File: src/rtl/mul_share_pkg.sv
// Shared types and helpers for the round-robin multiplier scheduler.
// Optional perf counters in the top are enabled with MUL_SHARE_PERF_CNT_EN.
package mul_share_pkg;

  localparam int DEF_N_REQ = 4;
  localparam int DEF_WIDTH = 16;
  localparam int MAX_REQ   = 8;
  localparam int PTR_W     = 3;

  typedef enum logic [1:0] {
    IDLE = 2'd0,
    RUN  = 2'd1,
    DONE = 2'd2
  } state_t;

  // One-hot grant: first valid requester at or after ptr, wrapping at n.
  function automatic logic [MAX_REQ-1:0] rr_pick(input logic [MAX_REQ-1:0] valid,
                                                 input logic [PTR_W-1:0]   ptr,
                                                 input int                 n);
    logic [MAX_REQ-1:0] grant;
    int idx;
    grant = '0;
    for (int i = 0; i < MAX_REQ; i++) begin
      idx = (int'(ptr) + i) % n;
      if (i < n && grant == '0 && valid[idx]) grant[idx] = 1'b1;
    end
    return grant;
  endfunction

endpackage

File: src/rtl/mul_serial_core.sv
// Serial shift-add multiplier datapath: one multiplier bit consumed per step.
module mul_serial_core #(
  parameter int WIDTH = 16
) (
  input  logic               clk_i,
  input  logic               rst_i,
  input  logic               load_i,
  input  logic               step_i,
  input  logic [WIDTH-1:0]   a_i,
  input  logic [WIDTH-1:0]   b_i,
  output logic [2*WIDTH-1:0] acc_o
);

  logic [2*WIDTH-1:0] acc;
  logic [2*WIDTH-1:0] mcand;
  logic [WIDTH-1:0]   mplr;

  // acc_o already includes the current multiplier bit, so the final step's
  // result can be captured on the same edge that performs it.
  assign acc_o = acc + (mplr[0] ? mcand : '0);

  always_ff @(posedge clk_i) begin
    if (rst_i) begin
      acc   <= '0;
      mcand <= '0;
      mplr  <= '0;
    end else if (load_i) begin
      acc   <= '0;
      mcand <= {{WIDTH{1'b0}}, a_i};
      mplr  <= b_i;
    end else if (step_i) begin
      acc   <= acc_o;
      mcand <= mcand << 1;
      mplr  <= mplr >> 1;
    end
  end

endmodule

File: src/rtl/mul_share_sched.sv
// Round-robin scheduler sharing one serial multiplier among N_REQ requesters.
// Define MUL_SHARE_PERF_CNT_EN to add perf_busy_o / perf_jobs_o counters.
module mul_share_sched
  import mul_share_pkg::*;
#(
  parameter int N_REQ = DEF_N_REQ,
  parameter int WIDTH = DEF_WIDTH,
  parameter int ID_W  = $clog2(N_REQ)
) (
  input  logic                   clk_i,
  input  logic                   rst_i,
  input  logic [N_REQ-1:0]       req_valid_i,
  output logic [N_REQ-1:0]       req_ready_o,
  input  logic [N_REQ*WIDTH-1:0] req_a_i,
  input  logic [N_REQ*WIDTH-1:0] req_b_i,
  output logic                   resp_valid_o,
  input  logic                   resp_ready_i,
  output logic [ID_W-1:0]        resp_id_o,
  output logic [2*WIDTH-1:0]     resp_prod_o,
`ifdef MUL_SHARE_PERF_CNT_EN
  output logic [31:0]            perf_busy_o,
  output logic [31:0]            perf_jobs_o,
`endif
  output logic                   resp_ovf_o
);

  localparam int CNT_W = $clog2(WIDTH) + 1;

  state_t             state;
  logic [ID_W-1:0]    rr_ptr;
  logic [ID_W-1:0]    cur_id;
  logic [CNT_W-1:0]   cnt;
  logic [MAX_REQ-1:0] valid_pad;
  logic [MAX_REQ-1:0] grant_pad;
  logic [ID_W-1:0]    grant_id;
  logic [ID_W-1:0]    next_ptr;
  logic               accept;
  logic [WIDTH-1:0]   sel_a;
  logic [WIDTH-1:0]   sel_b;
  logic [2*WIDTH-1:0] acc;

  always_comb begin
    valid_pad = '0;
    valid_pad[N_REQ-1:0] = req_valid_i;
    grant_pad = rr_pick(valid_pad, PTR_W'(rr_ptr), N_REQ);
    grant_id  = '0;
    for (int k = 0; k < N_REQ; k++) begin
      if (grant_pad[k]) grant_id = ID_W'(k);
    end
  end

  // Grant is withheld during reset so no job can slip in on a reset edge.
  assign req_ready_o = (state == IDLE && !rst_i) ? grant_pad[N_REQ-1:0] : '0;
  assign accept      = |req_ready_o;
  assign next_ptr    = (grant_id == ID_W'(N_REQ - 1)) ? '0 : grant_id + ID_W'(1);
  assign sel_a       = req_a_i[grant_id*WIDTH +: WIDTH];
  assign sel_b       = req_b_i[grant_id*WIDTH +: WIDTH];

  mul_serial_core #(
    .WIDTH (WIDTH)
  ) u_core (
    .clk_i  (clk_i),
    .rst_i  (rst_i),
    .load_i (accept),
    .step_i (state == RUN),
    .a_i    (sel_a),
    .b_i    (sel_b),
    .acc_o  (acc)
  );

  always_ff @(posedge clk_i) begin
    if (rst_i) begin
      state        <= IDLE;
      rr_ptr       <= '0;
      cur_id       <= '0;
      cnt          <= '0;
      resp_valid_o <= 1'b0;
      resp_id_o    <= '0;
      resp_prod_o  <= '0;
      resp_ovf_o   <= 1'b0;
    end else begin
      case (state)
        IDLE: begin
          if (accept) begin
            cur_id <= grant_id;
            rr_ptr <= next_ptr;
            cnt    <= '0;
            state  <= RUN;
          end
        end
        RUN: begin
          cnt <= cnt + CNT_W'(1);
          if (cnt == CNT_W'(WIDTH - 1)) begin
            state        <= DONE;
            resp_valid_o <= 1'b1;
            resp_prod_o  <= acc;
            resp_id_o    <= cur_id;
            resp_ovf_o   <= |acc[2*WIDTH-1:WIDTH];
          end
        end
        DONE: begin
          if (resp_ready_i) begin
            state        <= IDLE;
            resp_valid_o <= 1'b0;
          end
        end
        default: state <= IDLE;
      endcase
    end
  end

`ifdef MUL_SHARE_PERF_CNT_EN
  always_ff @(posedge clk_i) begin
    if (rst_i) begin
      perf_busy_o <= '0;
      perf_jobs_o <= '0;
    end else begin
      if (state != IDLE) perf_busy_o <= perf_busy_o + 32'd1;
      if (accept)        perf_jobs_o <= perf_jobs_o + 32'd1;
    end
  end
`endif

endmodule

File: config.mk
export PLATFORM = sky130hd
export DESIGN_NAME = mul_share_sched
export DESIGN_NICKNAME = d
export VERILOG_FILES = /design/src/rtl/mul_share_pkg.sv /design/src/rtl/mul_serial_core.sv /design/src/rtl/mul_share_sched.sv
export SDC_FILE = /design/constraint.sdc
export NUM_CORES = 1
export LEC_CHECK = 0
export ABC_CLOCK_PERIOD_IN_PS = 8550
export BUFFER_PORTS_ARGS = -buffer_cell sky130_fd_sc_hd__buf_2
export CORE_MARGIN = 2
export CORE_UTILIZATION = 50
export DETAILED_ROUTE_END_ITERATION = 6
export MAX_ROUTING_LAYER = met4
export PLACE_DENSITY = 0.74
export SYNTH_ARGS = -nofsm -noshare
export SYNTH_HDL_FRONTEND = slang
export SYNTH_SLANG_ARGS = --single-unit
File: constraint.sdc
create_clock -name clk_i -period 8.55 [get_ports clk_i]
set_input_delay 2.1375 -clock clk_i [delete_from_list [all_inputs] [get_ports clk_i]]
set_output_delay 2.1375 -clock clk_i [all_outputs]
set_load 0.005 [all_outputs]
==> results of run 1 <==
placed cells by master (no fill, tap or decap), drive strengths merged, types with 4 or more instances in the layout:
cell type / netlist / routed
a2111oi: 4 / 4
a211oi: 63 / 63
a21o: 11 / 11
a21oi: 123 / 123
a22oi: 12 / 12
a311oi: 23 / 23
a31oi: 4 / 4
and2: 50 / 50
buf: 30 / 186
clkbuf: 44 / 21
clkinv: 0 / 5
dfxtp: 127 / 127
ha: 39 / 39
inv: 13 / 13
mux2i: 15 / 15
mux4: 4 / 4
nand2: 203 / 203
nand2b: 6 / 6
nand3: 6 / 6
nand4: 8 / 8
nor2: 74 / 74
nor2b: 13 / 13
nor3: 10 / 10
nor3b: 7 / 7
o211ai: 7 / 7
o21a: 11 / 11
o21ai: 13 / 13
o221ai: 26 / 26
o22ai: 4 / 4
xnor2: 17 / 17
xor2: 10 / 10
synthesized netlist by cell type, types with 4 or more instances:
master,n,area [um^2]
sky130_fd_sc_hd__nand2_1,202,758
sky130_fd_sc_hd__dfxtp_1,127,2540
sky130_fd_sc_hd__a21oi_1,123,616
sky130_fd_sc_hd__nor2_1,74,278
sky130_fd_sc_hd__a211oi_1,52,390
sky130_fd_sc_hd__and2_1,49,307
sky130_fd_sc_hd__clkbuf_1,44,165
sky130_fd_sc_hd__ha_1,39,488
sky130_fd_sc_hd__a311oi_1,22,193
sky130_fd_sc_hd__buf_2,17,85.1
sky130_fd_sc_hd__o221ai_1,17,149
sky130_fd_sc_hd__xnor2_1,17,149
sky130_fd_sc_hd__mux2i_1,15,150
sky130_fd_sc_hd__inv_1,13,48.8
sky130_fd_sc_hd__nor2b_1,13,81.3
sky130_fd_sc_hd__a22oi_1,12,90.1
sky130_fd_sc_hd__a211oi_2,11,138
sky130_fd_sc_hd__a21o_1,11,82.6
sky130_fd_sc_hd__o21a_1,11,82.6
sky130_fd_sc_hd__nor3_1,10,50.1
sky130_fd_sc_hd__o21ai_0,10,50.1
sky130_fd_sc_hd__xor2_1,10,87.6
sky130_fd_sc_hd__o221ai_2,9,135
sky130_fd_sc_hd__nand4_1,8,50.1
sky130_fd_sc_hd__o211ai_1,7,52.6
sky130_fd_sc_hd__buf_1,6,22.5
sky130_fd_sc_hd__nand2b_1,6,37.5
sky130_fd_sc_hd__nand3_1,6,30.0
sky130_fd_sc_hd__nor3b_1,6,45.0
sky130_fd_sc_hd__buf_6,5,56.3
sky130_fd_sc_hd__a2111oi_0,4,35.0
sky130_fd_sc_hd__mux4_2,4,90.1
sky130_fd_sc_hd__o22ai_1,4,25.0
worst max-delay path, stage by stage:
cell and delay, ns:
sky130_fd_sc_hd__buf_2 0.12, sky130_fd_sc_hd__mux4_2 0.59, sky130_fd_sc_hd__nor3b_2 0.24, sky130_fd_sc_hd__and4bb_1 0.28, sky130_fd_sc_hd__and4bb_1 0.27, sky130_fd_sc_hd__a21boi_2 0.14
sky130_fd_sc_hd__buf_4 0.27, sky130_fd_sc_hd__nor2_1 0.06, sky130_fd_sc_hd__buf_2 0.13
final timing paths:
| path | startpoint | endpoint | cells past startpoint |
|---|---|---|---|
| max reg2reg | rr_ptr[0]$_SDFFE_PP0P_ | cur_id[1]$_SDFFE_PP0P_ | 13 |
| min reg2reg | resp_prod_o[16]$_SDFFE_PP0P_ | resp_prod_o[16]$_SDFFE_PP0P_ | 2 |
| min | resp_prod_o[16]$_SDFFE_PP0P_ | resp_prod_o[16]$_SDFFE_PP0P_ | 2 |
| max | req_valid_i[3] | req_ready_o[1] | 9 |
power groups by stage:
stage / Clock, uW / Combinational (uW) / Sequential, uW
after global placement: 0 / 1330 / 756
after global routing: 768 / 1500 / 759
final: 736 / 1350 / 750
after CTS: 746 / 1340 / 748
after detailed placement: 0 / 1340 / 759
after floorplan: 0 / 1090 / 725
per-layer routing:
layer / global-route usage [%] / part of all wire, % / wire, um
met1: 35.5 / 45 / 10000
met2: 44.4 / 48 / 10700
met4: 7.38 / 1.9 / 418
met5: - / 0 / 0
met3: 4.44 / 4.7 / 1040
flip-flops by register name, summed over array words and instances (netlist names):
register      cells
cnt               5
resp_valid_o      1
resp_prod_o      32
resp_ovf_o        1
cur_id            2
u_core.acc       32
rr_ptr            2
u_core.mplr      16
resp_id_o         2
u_core.mcand     32
state             2
final cells by class:
type	instances	share of cell area, %
Multi-Input combinational cell	805	53.6
Sequential cell	127	26.7
Timing Repair Buffer	186	10.1
Clock buffer	21	4.83
Tap cell	216	2.84
Clock inverter	10	1.44
Inverter	13	0.512
through the flow:
stage | hold slack [ns] | area, um^2 | total power [uW]
floorplan | 0.429 | 8030 | 1810
global placement | 0.440 | 8930 | 2080
detailed placement | 0.444 | 8930 | 2090
CTS | 0.452 | 9530 | 2830
global route | 0.469 | 9530 | 3030
finish | 0.449 | 9530 | 2840
kinds of logic (layout without fill, tap and decap cells):
| group | Yosys count | in the layout | synth area share (%) |
|---|---|---|---|
| xor gates and xnor gates | 27 | 27 | 2.95 |
| muxes | 19 | 19 | 2.99 |
| AOI/OAI and AO/OA | 324 | 324 | 28.7 |
| buffers and inverters | 87 | 230 | 4.90 |
| adders and majority gates | 40 | 40 | 6.33 |
| and+or+nand+nor | 395 | 395 | 22.5 |
| DFF | 127 | 127 | 31.7 |
==> impl_metrics.py, run 1 <==
metrics = {
    "status": {
        "run_status": "finished clean",
    },
    "critical_path": {
        "worst_case_register_to_register_setup_slack_ns": 3.99,
        "cp-end-kind": "output port",
        "timing_worst_setup_path_type": "in -> out",
        "worst_ep_arrival_time_ns": 4.25,
        "critical_path_peak_fanout": 24,
        "worst-endpoint-required_ns": 6.41,
        "timing.critical_path.from_type": "input pin",
    },
    "final_layout": {
        "syn_to_final_growth_pct": 18.8,
        "final_cell_count_no_fill": 1378,
        "drive_gt1_share_pct": 21.8,
        "fill_cells": 1441,
        "sequential_cell_area_um2": 2540,
        "multiInputGateArea_um2": 5110,
        "finalNetCount": 1325,
        "postLayoutCoreUtil_pct": 60.4,
        "antenna_cells_inserted": 0,
    },
    "timing": {
        "tightest_slew_ns": 1.11,
        "rsz0062_at_grt": "no",
        "postLayoutSetupSlackWorst_ns": 2.17,
        "final.setup.tns_ns": 0,
        "layout_min_cycle_time_ns": 6.38,
        "clock.fmax_ghz": 0.157,
        "final_setup_viols": 0,
        "clock_tree_skew_after_final_layout_ns": 0.0133,
        "timing_max_transition_violations_final": 0,
        "timing.final.hold_violations": 0,
        "fin_crit_sh_pct": 74.7,
        "maxSlewHeadroom_pct": 26.0,
    },
    "clocking": {
        "clkLatencyLatePin_ns": 0.42,
        "cts_sinks": 127,
        "postCtsSetupRepairBufs": 0,
        "inserted_clock_buffers": 17,
        "cts.repair.resized": 0,
        "htree_num_levels": 4,
        "library_cell_used_as_clock_root_buffer": "sky130_fd_sc_hd__clkbuf_16",
        "tritoncts": "built",
        "clkTransAtPathRegs_ns": 0.06,
        "cts-root-to-sink-buffers": 2,
        "ctsHoldBuffers": 0,
    },
    "routing": {
        "drc_errors": 0,
        "vias_per_cell": 5.70,
        "route.detailed.wl_per_inst_um": 16.1,
        "drt.antenna.violating_nets": 0,
        "drt-total-wl_um": 22200,
        "vias": 7851,
        "drt_iter0_markers": 527,
        "drt_pass1_iterations": 4,
    },
    "grt": {
        "track_usage_pct": 27.3,
        "first_pass_grt_wire_length_um": 35600,
        "grt_pass1_vias": 7105,
        "initial_antenna_violation_count": 0,
        "largest_net_degree_at_the_start_of_global_routing": 84,
        "grt_overflow": 0,
    },
    "power_and_ir_drop": {
        "seq_power_share_pct": 26.4,
        "power.share.switching_pct": 42.9,
        "net-switching-power_uw": 1220,
        "power_per_cell_area_nw_per_um2": 298,
        "power.clock.fraction_pct": 25.9,
        "power_report.internal_total_uw": 1620,
        "vdd_ir_drop_max_mv": 0.310,
        "p_leak_uw": 0.00390,
        "power.share.combinational_pct": 47.7,
    },
    "job": {
        "max-cap-violations": 0,
    },
    "yosys": {
        "synth.yosys.warnings": 0,
        "yosys_register_bits": 127,
        "ys_dominant_reg_cell": "sky130_fd_sc_hd__dfxtp_1",
        "synth_seq_area_share_pct": 31.7,
        "synth_cells": 1019,
        "synth_enable_flop_cells": 0,
        "async_flop_share_pct": 0,
        "synth_cell_type_count": 70,
        "avgSynthCellArea_um2": 7.88,
        "synth_nets": 1194,
        "post_synth_instance_area_um2": 8030,
    },
    "placed_design": {
        "number_of_buffer_cells_added_on_primary_ports": 174,
        "dp_hpwl_um": 16000,
        "dpl.cell_count": 1347,
        "gp_routability_congestion": 0.869,
        "preCtsSetupSlack_ns": 2.18,
    },
    "floorplanning": {
        "die_area_um2": 17100,
        "io-pin-count": 175,
        "initial_utilization_pct": 50.9,
        "placement_rows": 46,
        "core-area_um2": 15800,
        "fp.dieH_um": 131,
        "die_width_um": 131,
    },
    "hold_path": {
        "worstHoldPathType": "reg -> reg",
    },
}
Power figures use the tool's default switching activity.
==> run 2, diff against run 1 <==
--- a/config.mk
+++ b/config.mk
@@ -5,7 +5,8 @@
 export SDC_FILE = /design/constraint.sdc
 export NUM_CORES = 1
 export LEC_CHECK = 0
-export ABC_CLOCK_PERIOD_IN_PS = 8550
+export ABC_AREA = 1
+export ABC_CLOCK_PERIOD_IN_PS = 6200
 export BUFFER_PORTS_ARGS = -buffer_cell sky130_fd_sc_hd__buf_2
 export CORE_MARGIN = 2
 export CORE_UTILIZATION = 50
==> constraint.sdc (replaced) <==
create_clock -name clk_i -period 6.2 [get_ports clk_i]
set_input_delay 1.55 -clock clk_i [delete_from_list [all_inputs] [get_ports clk_i]]
set_output_delay 1.55 -clock clk_i [all_outputs]
set_load 0.005 [all_outputs]
==> run 2 against run 1 <==
Effect of this change:
- cell count is 27% higher
- worst hold slack better by 0.0093 ns
- clock power is 40% higher
- design area is 6.6% higher
- critical path depth is 8 higher
- synthesized area is 7.3% higher
- largest power group unchanged
==> impl_metrics.py, run 2 <==
metrics = {
    "hold_path": {
        "worstHoldStart": "resp_prod_o[13]$_SDFFE_PP0P_",
        "min_path_cells": 2,
        "worstHoldPathType": "reg -> reg",
        "timing.hold.worst_endpoint": "resp_prod_o[13]$_SDFFE_PP0P_",
    },
    "critical_path": {
        "worst_case_register_to_register_setup_slack_ns": 1.99,
        "worst-endpoint-required_ns": 4.65,
        "cp-end-kind": "output port",
        "critical_path_peak_fanout": 50,
        "timing_worst_setup_path_type": "in -> out",
        "worst_ep_arrival_time_ns": 3.62,
        "rr_startpoint": "rr_ptr[0]$_SDFFE_PP0P_",
        "crit-reg2reg-capture": "u_core.acc[13]$_SDFFE_PP0P_",
        "worst_r2r_path_depth": 22,
        "timing.critical_path.from_type": "input pin",
    },
    "power_and_ir_drop": {
        "power_per_cell_area_nw_per_um2": 486,
        "p_leak_uw": 0.00524,
        "vdd_ir_drop_max_mv": 0.535,
    },
    "floorplanning": {
        "placement_rows": 47,
        "fp.dieH_um": 135,
        "io-pin-count": 175,
        "initial_utilization_pct": 51.6,
        "core-area_um2": 16700,
        "die_width_um": 135,
        "die_area_um2": 18300,
    },
    "clocking": {
        "tritoncts": "built",
        "postCtsSetupRepairBufs": 0,
        "library_cell_used_as_clock_root_buffer": "sky130_fd_sc_hd__clkbuf_16",
        "clkTransAtPathRegs_ns": 0.06,
        "cts.repair.resized": 0,
        "clkLatencyLatePin_ns": 0.43,
        "cts_sinks": 127,
        "cts-root-to-sink-buffers": 2,
        "ctsHoldBuffers": 0,
        "inserted_clock_buffers": 17,
        "htree_num_levels": 4,
    },
    "routing": {
        "vias": 8979,
        "drt-total-wl_um": 23800,
        "route.detailed.wl_per_inst_um": 13.7,
        "drt_pass1_iterations": 5,
        "drc_errors": 0,
        "vias_per_cell": 5.15,
        "drt.antenna.violating_nets": 0,
        "drt_iter0_markers": 558,
    },
    "final_layout": {
        "drive_gt1_share_pct": 18.4,
        "syn_to_final_growth_pct": 18.0,
        "layout_top_registers": "resp_prod_o x32, u_core.acc x32, u_core.mcand x32",
        "finalNetCount": 1690,
        "mostFrequentLayoutCell": "sky130_fd_sc_hd__nand2_1",
        "antenna_cells_inserted": 0,
        "most-common-layout-cells": "357 x sky130_fd_sc_hd__nand2_1, 224 x sky130_fd_sc_hd__nor2_1, 174 x sky130_fd_sc_hd__buf_2",
    },
    "yosys": {
        "synth_nets": 1553,
        "synth_seq_area_share_pct": 29.5,
        "avgSynthCellArea_um2": 6.25,
        "async_flop_share_pct": 0,
        "post_synth_instance_area_um2": 8610,
        "yosys_register_bits": 127,
        "synth_cell_type_count": 42,
        "synth_cells": 1378,
        "yosysMostFrequentCell": "sky130_fd_sc_hd__nand2_1",
        "synth_common_cells": "358 x sky130_fd_sc_hd__nand2_1, 227 x sky130_fd_sc_hd__nor2_1, 144 x sky130_fd_sc_hd__inv_1",
        "netlist.top_cell.by_area": "sky130_fd_sc_hd__dfxtp_1",
        "synth.yosys.warnings": 0,
        "synth_enable_flop_cells": 0,
        "synth.area.top_cells": "sky130_fd_sc_hd__dfxtp_1 30%, sky130_fd_sc_hd__nand2_1 16%, sky130_fd_sc_hd__nor2_1 9.9%",
        "ys_dominant_reg_cell": "sky130_fd_sc_hd__dfxtp_1",
        "area_share_of_the_largest_cell_type_after_synthesis_pct": 29.5,
    },
    "timing": {
        "clock_tree_skew_after_final_layout_ns": 0.0106,
        "layout_min_cycle_time_ns": 5.17,
        "timing_max_transition_violations_final": 0,
        "maxSlewHeadroom_pct": 35.6,
        "rsz0062_at_grt": "no",
        "clock.fmax_ghz": 0.193,
        "postLayoutSetupSlackWorst_ns": 1.03,
        "final_setup_viols": 0,
        "tightest_slew_ns": 0.962,
        "final.setup.tns_ns": 0,
        "hold_ws_ns": 0.458,
        "fin_crit_sh_pct": 83.4,
        "timing.final.hold_violations": 0,
    },
    "grt": {
        "largest_net_degree_at_the_start_of_global_routing": 84,
        "grt_pass1_vias": 8383,
        "grt_overflow": 0,
        "track_usage_pct": 27.6,
        "initial_antenna_violation_count": 0,
        "first_pass_grt_wire_length_um": 39700,
    },
    "job": {
        "max-cap-violations": 0,
    },
    "placed_design": {
        "gp_routability_congestion": 0.941,
        "number_of_buffer_cells_added_on_primary_ports": 174,
        "preCtsSetupSlack_ns": 1.06,
        "dp_hpwl_um": 17400,
    },
    "status": {
        "run_status": "finished clean",
    },
}
==> run 2: critical path: stages <==
cell,delay (ns)
sky130_fd_sc_hd__buf_2,0.09
sky130_fd_sc_hd__nand2_1,0.06
sky130_fd_sc_hd__nand2_1,0.11
sky130_fd_sc_hd__nand2_1,0.06
sky130_fd_sc_hd__nand2_2,0.10
sky130_fd_sc_hd__o31ai_2,0.10
sky130_fd_sc_hd__nand3_1,0.11
sky130_fd_sc_hd__nand3_1,0.11
sky130_fd_sc_hd__nor2_2,0.15
sky130_fd_sc_hd__nand3_1,0.08
sky130_fd_sc_hd__nand2_1,0.11
sky130_fd_sc_hd__nor2_2,0.06
sky130_fd_sc_hd__nand3_1,0.08
sky130_fd_sc_hd__nand2_1,0.09
sky130_fd_sc_hd__inv_2,0.54
sky130_fd_sc_hd__nor2_1,0.07
sky130_fd_sc_hd__buf_2,0.15
==> run 2: power by group <==
part | internal [uW] | switching, uW | leakage, uW | total, uW
registers | 930 | 73.9 | 0.00103 | 1000
logic | 880 | 2030 | 0.00392 | 2910
clock network | 666 | 359 | 0.000291 | 1030
==> run 2: stage by stage <==
stage	power (uW)	util [%]	area, um^2	instances
finish	4940	60.8	10200	1745
global route	5420	60.8	10200	1745
CTS	4940	60.8	10200	1745
detailed placement	3910	57.3	9560	1716
global placement	3880	57.3	9560	1716
floorplan	3320	-	8610	1378
==> run 2: worst max path at each step <==
stage / to / depth (start not counted) / slack (ns) / start
global route: req_ready_o[3] / 17 / 0.66 / req_valid_i[3]
floorplan: req_ready_o[3] / 17 / 1.49 / req_valid_i[3]
global placement: req_ready_o[3] / 17 / 1.13 / req_valid_i[3]
CTS: req_ready_o[3] / 17 / 1.05 / req_valid_i[3]
finish: req_ready_o[3] / 17 / 1.03 / req_valid_i[3]
detailed placement: req_ready_o[3] / 17 / 1.06 / req_valid_i[3]
==> run 2: cell families after synthesis <==
logic type,Yosys count,synth area share (%)
and+or+nand+nor,706,33.6
DFF,127,29.5
adders and majority gates,40,5.90
muxes,6,0.698
buffers and inverters,220,10.2
xor gates and xnor gates,31,3.15
AOI/OAI and AO/OA,248,16.9
==> run 2: layout make-up <==
type	instances	area, um^2
multi-input cells	1031	5210
clock inverters	6	108
repair buffers	187	968
flip-flops and latches	127	2540
inverters	151	567
clock buffers	23	488
well taps	220	275
fillers	1671	6540
==> run 2: routing by layer <==
layer	share of wire [%]	up-vias	GRT usage (%)
li1	-	4656	-
met1	45	4053	34.1
met2	48	236	46.3
met3	4.9	34	4.71
met4	2.0	0	8.56
met5	0	-	-
